--- config.mk ---
export PLATFORM = sky130hd
export DESIGN_NAME = mem_port_arbiter
export DESIGN_NICKNAME = d
export VERILOG_FILES = /design/src/rtl/mem_port_arbiter.sv
export SDC_FILE = /design/constraint.sdc
export NUM_CORES = 1
export LEC_CHECK = 0
export BUFFER_PORTS_ARGS = -buffer_cell sky130_fd_sc_hd__buf_4
export CAP_MARGIN = 20
export CORE_MARGIN = 3
export CORE_UTILIZATION = 35
export DETAILED_ROUTE_END_ITERATION = 12
export PLACE_DENSITY = 0.67
export SYNTH_ARGS = -nofsm -noshare
export SYNTH_HDL_FRONTEND = slang
export SYNTH_SLANG_ARGS = --single-unit
--- constraint.sdc ---
create_clock -name clk -period 4.85 [get_ports clk]
set_clock_uncertainty 0.15 [all_clocks]
set_input_delay 0.7275 -clock clk [delete_from_list [all_inputs] [get_ports clk]]
set_output_delay 0.7275 -clock clk [all_outputs]
set_load 0.02 [all_outputs]
--- src/rtl/mem_port_arbiter.sv ---
// mem_port_arbiter: shares one 1-cycle-latency RAM port between fetch, data and loader (loader > data > fetch).
// Define MEM_ARB_STARVE_GUARD_EN to let a starved fetch outrank data after STARVE_LIMIT denied cycles.
module mem_port_arbiter #(
    parameter int ADDR_W       = 11,
    parameter int DATA_W       = 32,
    parameter int STARVE_LIMIT = 4
) (
    input  logic              clk,
    input  logic              rst,
    input  logic              if_req,
    input  logic [ADDR_W-1:0] if_addr,
    output logic              if_gnt,
    output logic              if_rvalid,
    output logic [DATA_W-1:0] if_rdata,
    input  logic              d_req,
    input  logic              d_we,
    input  logic [ADDR_W-1:0] d_addr,
    input  logic [DATA_W-1:0] d_wdata,
    output logic              d_gnt,
    output logic              d_rvalid,
    output logic [DATA_W-1:0] d_rdata,
    input  logic              ld_req,
    input  logic              ld_lock,
    input  logic [ADDR_W-1:0] ld_addr,
    input  logic [DATA_W-1:0] ld_wdata,
    output logic              ld_gnt,
    output logic [ADDR_W-1:0] mem_addr,
    output logic [DATA_W-1:0] mem_wdata,
    output logic              mem_wren,
    input  logic [DATA_W-1:0] mem_rdata,
    output logic              cpu_stall,
    output logic [1:0]        owner
);
    logic              r_lock;
    logic [1:0]        r_pend;
    logic [ADDR_W-1:0] r_addr;
    logic [DATA_W-1:0] r_wdata;
    logic [DATA_W-1:0] r_if_rdata;
    logic [DATA_W-1:0] r_d_rdata;
    logic              w_force;
    logic              w_cpu_ok;

`ifdef MEM_ARB_STARVE_GUARD_EN
    localparam int SW = $clog2(STARVE_LIMIT + 2);
    logic [SW-1:0] r_starve;
    // Saturates so a fetch starved through a long loader lock is still forced once it ends.
    always_ff @(posedge clk or posedge rst)
        if (rst) r_starve <= '0;
        else if (!if_req || if_gnt) r_starve <= '0;
        else if (r_starve != SW'(STARVE_LIMIT)) r_starve <= r_starve + 1'b1;
    assign w_force = (r_starve == SW'(STARVE_LIMIT)) && if_req;
`else
    assign w_force = STARVE_LIMIT < 0;
`endif

    // Grants are gated by rst so nothing leaks onto the port while reset is held.
    always_comb begin
        w_cpu_ok  = !rst && !ld_req && !r_lock;
        ld_gnt    = !rst && ld_req;
        d_gnt     = w_cpu_ok && d_req && !w_force;
        if_gnt    = w_cpu_ok && if_req && (!d_req || w_force);
        owner     = ld_gnt ? 2'd3 : d_gnt ? 2'd2 : if_gnt ? 2'd1 : 2'd0;
        mem_addr  = ld_gnt ? ld_addr : d_gnt ? d_addr : if_gnt ? if_addr : r_addr;
        mem_wdata = ld_gnt ? ld_wdata : d_gnt ? d_wdata : r_wdata;
        mem_wren  = ld_gnt || (d_gnt && d_we);
        cpu_stall = !rst && (r_lock || (if_req && !if_gnt) || (d_req && !d_gnt));
        if_rvalid = r_pend == 2'd1;
        d_rvalid  = r_pend == 2'd2;
        if_rdata  = if_rvalid ? mem_rdata : r_if_rdata;
        d_rdata   = d_rvalid ? mem_rdata : r_d_rdata;
    end

    always_ff @(posedge clk or posedge rst)
        if (rst) begin
            r_lock     <= 1'b0;
            r_pend     <= 2'd0;
            r_addr     <= '0;
            r_wdata    <= '0;
            r_if_rdata <= '0;
            r_d_rdata  <= '0;
        end else begin
            r_lock  <= ld_lock && (r_lock || ld_gnt);
            r_pend  <= mem_wren ? 2'd0 : owner;
            r_addr  <= mem_addr;
            r_wdata <= mem_wdata;
            if (if_rvalid) r_if_rdata <= mem_rdata;
            if (d_rvalid) r_d_rdata <= mem_rdata;
        end
endmodule

Yosys cells after proc, flatten, opt, wreduce, memory -nomap -nowiden. Cells that the tools add are included. Widths: inputs -> output; s select.

Input port bits: 136. Latch bits: 0. Memories: 0. Memory bits (read-only): 0. Output and inout port bits: 116. RAM bits: 0. Register bits: 110. Word-level logic and storage cells: 40.

Reductions and logical operators: 21. Multiply operators: 0. Bitwise operators: 0. Equal/unequal tests: 2. Div/mod/pow operators: 0. Shifts and indexed selects: 0. Order comparisons: 0. $add $sub $neg: 0. Multiplexer cells: 11.

Operator list (number): $mux 32 (4); $mux 11 (3); $logic_and 1x1->1 (11); $logic_not 1->1 (6); $mux 2 (3); $logic_or 1x1->1 (4); $eq 2x1->1 const B (1); $eq 2x2->1 const B (1); $mux 1 (1).

Longest topological paths before layout. Gate-level depths: netlist of run 1.

Word-level depth: 10. Depth in mapped cells: 8. Gate-level depth less buffers: 5.

Worst setup path after synthesis of run 1. OpenSTA, ideal clock, no wires.

Path kind: in2out. From: input rst. To: output mem_wdata[22]. Arrival: 4.307 ns. Slack: -0.335 ns. Stages: 8. Data required time: 3.973 ns. Path buffers: 3. Cell sequence: buf_4 -> inv_1 -> nand2_1 -> inv_1 -> buf_2 -> buf_2 -> nand2_1 -> o21ai_1.

Elaborated cells on any way between the ends: 7. Those cells by class: mux (2); reduce/logical (5).

RTL lines: start: declaration (line 9) `input logic rst,`; $logic_not 1->1 (no line); $logic_and 1x1->1 (line 59) `ld_gnt = !rst && ld_req;`; via ld_gnt (line 26) `output logic ld_gnt,`; $mux 32 (line 64) `mem_wdata = ld_gnt ? ld_wdata : d_gnt ? d_wdata : r_wdata;`; end: declaration (line 28) `output logic [DATA_W-1:0] mem_wdata,`.

The timed path passes the listed nets, and every way through them passes these cells.

Final worst setup path of run 1.
From: input rst. To: output mem_addr[8].

Word-level cells in the longest chain between the ends: 8. Elaborated cells on any way between the ends: 10. Those cells by class: mux (3); reduce/logical (7).

RTL lines: $logic_not 1->1 (no line) *; $logic_and 1x1->1 (2 in a row) (line 58) `w_cpu_ok = !rst && !ld_req && !r_lock;`; $logic_and 1x1->1 (2 in a row) (line 61) `if_gnt = w_cpu_ok && if_req && (!d_req || w_force);`; $mux 11 (2 in a row) (line 63) `mem_addr = ld_gnt ? ld_addr : d_gnt ? d_addr : if_gnt ? if_addr : r_addr;`; $mux 11 * (line 63); end: declaration (line 27) `output logic [ADDR_W-1:0] mem_addr,`.

Mark *: on every way between the ends. The rest lies on a longest branch, timed or not.

==> flow_metrics.env, run 1 <==
export IMPL_route_vias_total=3776
export IMPL_ff2ff_path_depth=4
export IMPL_yosysMostFrequentCell="sky130_fd_sc_hd__dfrtp_1"
export IMPL_worst_ep_arrival_time_ps=2370
export IMPL_tns_ps=0
export IMPL_avgViaCountPerCell=4.810
export IMPL_tritoncts_num_buffers=9
export IMPL_r2r_start="r_lock$_DFF_PP0_"
export IMPL_via_count_of_the_first_global_routing_pass=3776
export IMPL_cp_top_family="buffers and inverters"
export IMPL_tritoncts="yes"
export IMPL_yosys_register_bits=110
export IMPL_critical_path_startpoint_type="input port"
export IMPL_worst_hold_startpoint="r_d_rdata[2]$_DFF_PP0_"
export IMPL_report_final_slew_viol_count=0
export IMPL_required_ps=3970
export IMPL_synth_instances=365
export IMPL_grt_ovfl_total=0
export IMPL_placedInstanceArea_sq_um=6730
export IMPL_place_detailed_hpwl_microns=10130
export IMPL_synthesis_area_per_instance_sq_um=13.08
export IMPL_rows=42
export IMPL_synthesis_area_sq_um=4776
export IMPL_dieHeight_microns=122.8
export IMPL_min_path_type="flop to flop"
export IMPL_fill_cells=1161
export IMPL_routedWlPerCell_microns=17.10
export IMPL_crit_path_top_delay_cell="sky130_fd_sc_hd__buf_4"
export IMPL_grt_most_used_layer="met2"
export IMPL_clk_root_buffer_cell="sky130_fd_sc_hd__clkbuf_16"
export IMPL_timing_reg2reg_setup_slack_ps=2830
export IMPL_grt_total_usage_pct=17.22
export IMPL_ioPinCount=252
export IMPL_post_route_drc_count=0
export IMPL_setup_worst_path_class="input port to primary output"
export IMPL_tightestPinTransition_ps=998.4
export IMPL_antenna_found_initial=0
export IMPL_ant_nets=0
export IMPL_syn_num_nets=501
export IMPL_initialDrtViolationCount=172
export IMPL_synth_top_cells_by_area="sky130_fd_sc_hd__dfrtp_1 (58%), sky130_fd_sc_hd__mux2_2 (15%), sky130_fd_sc_hd__mux2i_1 (6.7%)"
export IMPL_hold_ws_ps=347.7
export IMPL_largest_area_contributor_in_the_netlist="sky130_fd_sc_hd__dfrtp_1"
export IMPL_worstPathMaxFanout=47
export IMPL_wire_length_of_the_first_global_routing_pass_microns=19840
export IMPL_power_density_nw_per_um2=415.9
export IMPL_cell_depth_of_the_worst_hold_path=1
export IMPL_finalWeightedCongestion=0.8599
export IMPL_rsz0062_at_grt="no"
export IMPL_fp_dieArea_sq_um=15080
export IMPL_max_freq_ghz=0.3077
export IMPL_postLayoutSetupSlackWorst_ps=1600
export IMPL_core_region_area_sq_um=13300
export IMPL_timing_final_setup_violations=0
export IMPL_start_util_pct=35.92
export IMPL_regToRegEndpoint="r_wdata[17]$_DFF_PP0_"
export IMPL_post_synthesis_async_set_or_reset_flop_share_pct=100.0
export IMPL_power_ir_vdd_worst_uv=172.0
export IMPL_hold_path_endpoint="r_d_rdata[2]$_DFF_PP0_"
export IMPL_layout_cell_area_non_filler_sq_um=7063
export IMPL_gr_usage_met2_pct=29.07
export IMPL_ys_dominant_reg_cell="sky130_fd_sc_hd__dfrtp_1"
export IMPL_area_growth_syn_to_layout_pct=47.89
export IMPL_n_antenna_cell=0
export IMPL_chipWidth_microns=122.8
export IMPL_cpMostUsedCell="sky130_fd_sc_hd__buf_4"
export IMPL_seqCellArea_sq_um=2753
export IMPL_yosys_top_cells_count="sky130_fd_sc_hd__dfrtp_1 (110), sky130_fd_sc_hd__mux2_2 (64), sky130_fd_sc_hd__nand2_1 (44), sky130_fd_sc_hd__mux2i_1 (32), sky130_fd_sc_hd__o21ai_1 (19)"
export IMPL_post_cts_setup_buffer_count=0
export IMPL_grt_met1_usage_pct=19.34
export IMPL_number_of_max_capacitance_violations_reported=0
export IMPL_groute_layer_met3_usage_pct=6.452
export IMPL_insertion_delay_ps=340
export IMPL_run_status="complete, no violations"
export IMPL_clock_sinks=110
export IMPL_critical_path_endpoint_type="primary output"
export IMPL_post_synthesis_cell_type_count=29
export IMPL_cts_path_max_buffers=2
export IMPL_cts_resized_gates=0
export IMPL_place_port_buffers=251
export IMPL_grt_start_max_net_pins=68
export IMPL_cts_hold_buf=0
export IMPL_ys_seq_area_share_pct=57.64
export IMPL_period_needed_ps=3250
export IMPL_final_layout_size_suffix_gt1_share_pct=57.64
export IMPL_post_synth_top_area_fraction_pct=57.64
export IMPL_worst_setup_slack_before_clock_tree_synthesis_ps=1488
export IMPL_synth_enable_flop_cells=0
export IMPL_path_cells="buf_4 > clkinvlp_4 > buf_4 > o21ai_0 > buf_4 > a221o_1 > buf_4"
export IMPL_final_period_utilization_pct=67.01
export IMPL_timing_critical_path_buf_inv=5
export IMPL_crit_path_max_incr_delay_ps=470
export IMPL_synthesis_yosys_warnings=0
export IMPL_detail_route_wirelength_microns=13420
export IMPL_maxSlewHeadroom_pct=33.30
export IMPL_cts_max_level=3
export IMPL_nNetsFinal=740
export IMPL_cts_clk_slew_worst_paths_ps=70
export IMPL_multi_input_area_sq_um=1824
export IMPL_timing_hold_violations_final=0
export IMPL_leakagePower_nw=3.346
export IMPL_firstDrtPassIters=6
[how the worst max path moves through the flow]
stage               startpoint  cells past startpoint            end
floorplan                  rst                      6   mem_wdata[0]
global placement        ld_req                      6  mem_wdata[31]
detailed placement      ld_req                      5  mem_wdata[31]
CTS                     ld_req                      5   mem_wdata[2]
global route               rst                      7    mem_addr[0]
finish                     rst                      7    mem_addr[8]
[kinds of logic after synthesis]
family	synth area share, %
compound gates	8.096
buf+inv	4.375
simple gates	7.886
mux	21.80
fa+ha+maj	0.2096
flops	57.64
[state kept, by name (all words and copies together) (netlist names)]
register and flops:
r_d_rdata 32, r_pend 2, r_if_rdata 32, r_wdata 32, r_lock 1, r_addr 11
[through the flow]
step                      cells  util [%]  power, W
final                       785     53.12  0.002937
after detailed placement    768     50.62  0.002189
after global placement      768     50.62  0.002168
after floorplan             365         -  0.001726
after global routing        785     53.12  0.003090
after CTS                   784     52.97  0.002977
[where the power goes]
group	internal, W	switching, W
Sequential	0.00111	0.0000487
Clock	0.000452	0.000322
Combinational	0.000472	0.000537
[per-layer routing]
| metal | vias to the layer above | wire length (microns) |
|---|---|---|
| li1 | 1766 | - |
| met1 | 1819 | 4965 |
| met2 | 165 | 6824 |
| met3 | 26 | 1279 |
| met4 | 0 | 350 |
| met5 | - | 0 |
[final cells by class]
| type | count | share of cell area, % |
|---|---|---|
| Sequential cell | 110 | 38.97 |
| Clock buffer | 10 | 3.242 |
| Multi-Input combinational cell | 223 | 25.83 |
| Inverter | 4 | 0.2657 |
| Timing Repair Buffer | 256 | 27.39 |
| Tap cell | 176 | 3.118 |
| Clock inverter | 6 | 1.187 |
[cells in the final DEF (no fill, tap or decap), types with 2 or more instances in the layout]
| cell | count |
|---|---|
| sky130_fd_sc_hd__dfrtp_1 | 110 |
| sky130_fd_sc_hd__bufinv_16 | 2 |
| sky130_fd_sc_hd__a21oi_1 | 12 |
| sky130_fd_sc_hd__and2_1 | 3 |
| sky130_fd_sc_hd__nor2_1 | 4 |
| sky130_fd_sc_hd__buf_4 | 255 |
| sky130_fd_sc_hd__clkinv_2 | 3 |
| sky130_fd_sc_hd__o21ai_2 | 9 |
| sky130_fd_sc_hd__clkbuf_16 | 9 |
| sky130_fd_sc_hd__mux2i_1 | 32 |
| sky130_fd_sc_hd__mux2_2 | 64 |
| sky130_fd_sc_hd__or4bb_1 | 2 |
| sky130_fd_sc_hd__inv_1 | 2 |
| sky130_fd_sc_hd__nand4bb_1 | 9 |
| sky130_fd_sc_hd__a221o_1 | 11 |
| sky130_fd_sc_hd__o21ai_1 | 19 |
| sky130_fd_sc_hd__o21ai_0 | 5 |
| sky130_fd_sc_hd__nand2_1 | 44 |
[worst register-to-register path, cell delays in order, from the launching register on]
cell                      delay (ps)
sky130_fd_sc_hd__dfrtp_1         560
sky130_fd_sc_hd__nor4b_4         270
sky130_fd_sc_hd__buf_4           520
sky130_fd_sc_hd__mux2i_1         300
sky130_fd_sc_hd__o21ai_1         100
(Power assumes the default switching activity.)
==> run 2, diff against run 1 <==
Settings changed: PLACE_DENSITY 0.67 to unset.
Clock period 4.85 ns to 3.35 ns, I/O delays scaled along.
==> run 2 against run 1 <==
Wire length rose by 2.3%. Critical path depth fell by 2. Worst hold slack got worse by 120 ps. Core utilization increased by 3.8 points. Sequential power increased by 45%. Count of clock-buffer cells in the layout stayed put. First-iteration DRC count is 15% lower. Via count shrank 0.21%. Clock power increased by 40%. Global-route usage is 0.41 points higher. Die area stayed put. Critical path type is now flop to primary output. Critical endpoint is now mem_wdata[20].
==> flow_metrics.env, run 2 (synthesis gave the netlist of run 1 again) <==
export IMPL_fp_dieArea_sq_um=15080
export IMPL_rsz0062_at_grt="no"
export IMPL_post_cts_setup_buffer_count=0
export IMPL_final_period_utilization_pct=84.44
export IMPL_power_ir_vdd_worst_uv=276.1
export IMPL_hold_ws_ps=228.9
export IMPL_tritoncts_num_buffers=9
export IMPL_routedWlPerCell_microns=17.41
export IMPL_clock_sinks=110
export IMPL_cts_max_level=3
export IMPL_insertion_delay_ps=340
export IMPL_start_util_pct=35.92
export IMPL_run_status="complete, no violations"
export IMPL_report_final_slew_viol_count=0
export IMPL_via_count_of_the_first_global_routing_pass=3941
export IMPL_cts_path_max_buffers=2
export IMPL_core_region_area_sq_um=13300
export IMPL_layout_cell_area_non_filler_sq_um=7575
export IMPL_antenna_found_initial=0
export IMPL_power_density_nw_per_um2=570.9
export IMPL_tns_ps=0
export IMPL_fill_cells=1140
export IMPL_cts_clk_slew_worst_paths_ps=80
export IMPL_placed_cells=772
export IMPL_most_frequent_cells_in_the_layout="sky130_fd_sc_hd__buf_4 (256), sky130_fd_sc_hd__dfrtp_1 (110), sky130_fd_sc_hd__mux2_2 (64)"
export IMPL_n_antenna_cell=0
export IMPL_place_detailed_hpwl_microns=10300
export IMPL_wire_length_of_the_first_global_routing_pass_microns=20600
export IMPL_rows=42
export IMPL_grt_start_max_net_pins=75
export IMPL_clk_root_buffer_cell="sky130_fd_sc_hd__clkbuf_16"
export IMPL_ant_nets=0
export IMPL_period_needed_ps=2829
export IMPL_required_ps=2700
export IMPL_cts_hold_buf=0
export IMPL_biggestRegsByFlops="r_d_rdata (32), r_if_rdata (32), r_wdata (32)"
export IMPL_leakagePower_nw=3.572
export IMPL_nNetsFinal=743
export IMPL_max_freq_ghz=0.3535
export IMPL_chipWidth_microns=122.8
export IMPL_grt_ovfl_total=0
export IMPL_total_power_w=0.004325
export IMPL_tightestPinTransition_ps=938.8
export IMPL_final_common_cell="sky130_fd_sc_hd__buf_4"
export IMPL_timing_hold_violations_final=0
export IMPL_final_layout_size_suffix_gt1_share_pct=66.18
export IMPL_critical_path_endpoint_type="primary output"
export IMPL_ioPinCount=252
export IMPL_number_of_max_capacitance_violations_reported=0
export IMPL_timing_final_setup_violations=0
export IMPL_post_route_drc_count=0
export IMPL_detail_route_wirelength_microns=13720
export IMPL_tritoncts="yes"
export IMPL_maxSlewHeadroom_pct=37.41
export IMPL_route_vias_total=3768
export IMPL_placedInstanceArea_sq_um=7277
export IMPL_worst_ep_arrival_time_ps=2180
export IMPL_min_path_type="input port to flop"
export IMPL_place_port_buffers=251
export IMPL_cts_resized_gates=0
export IMPL_finalWeightedCongestion=0.7494
export IMPL_critical_path_startpoint_type="flop"
export IMPL_setup_worst_path_class="flop to primary output"
export IMPL_area_growth_syn_to_layout_pct=58.61
export IMPL_firstDrtPassIters=4
export IMPL_dieHeight_microns=122.8
export IMPL_worstPathMaxFanout=34
export IMPL_grt_total_usage_pct=17.64
export IMPL_initialDrtViolationCount=147
export IMPL_avgViaCountPerCell=4.782
export IMPL_stdcell_count=788
-- run 2: final timing paths --
path / startpoint / endpoint / slack (ps) / cells after the start
max: r_lock$_DFF_PP0_ / mem_wdata[20] / 520 / 5
min: ld_wdata[1] / r_wdata[1]$_DFF_PP0_ / 230 / 3
max reg2reg: r_lock$_DFF_PP0_ / r_wdata[20]$_DFF_PP0_ / 1410 / 4
min reg2reg: r_if_rdata[31]$_DFF_PP0_ / r_if_rdata[31]$_DFF_PP0_ / 340 / 1
max in group asynchronous: rst / r_if_rdata[7]$_DFF_PP0_ / 1440 / 4
min in group asynchronous: rst / r_lock$_DFF_PP0_ / 270 / 3
-- run 2: critical path: stages (launching register included) --
cell                      delay [ps]
sky130_fd_sc_hd__dfrtp_1         560
sky130_fd_sc_hd__nor4b_4         330
sky130_fd_sc_hd__buf_12          290
sky130_fd_sc_hd__mux2i_1         340
sky130_fd_sc_hd__o21ai_4         100
sky130_fd_sc_hd__buf_4           170
-- run 2: cell type report --
class                   count  area (sq um)  area share, %
flip-flops and latches    110          2753          36.34
multi-input cells         223          2301          30.38
well taps                 176         220.2          2.907
inverters                   4         21.27         0.2808
repair buffers            259          1982          26.16
clock buffers              10         229.0          3.023
clock inverters             6         68.82         0.9085
-- run 2: metal layers --
metal / global-route usage, % / vias up / wire (microns)
li1: - / 1770 / -
met4: 5.458 / 0 / 167
met2: 28.94 / 149 / 6821
met1: 21.74 / 1838 / 5373
met3: 6.359 / 11 / 1361
met5: 0 / - / 0
-- run 2: power breakdown --
part	internal, W	leakage (nW)	switching, W
Sequential	0.00160	1.33	0.0000694
Combinational	0.000737	2.10	0.000842
Clock	0.000586	0.143	0.000491
-- run 2: stage by stage --
stage / setup WS (ps) / utilization [%]
finish: 521.4 / 56.97
global route: 324.7 / 56.97
CTS: 470.1 / 56.97
global placement: 556.9 / 54.73
detailed placement: 517.1 / 54.73
floorplan: -343.0 / -
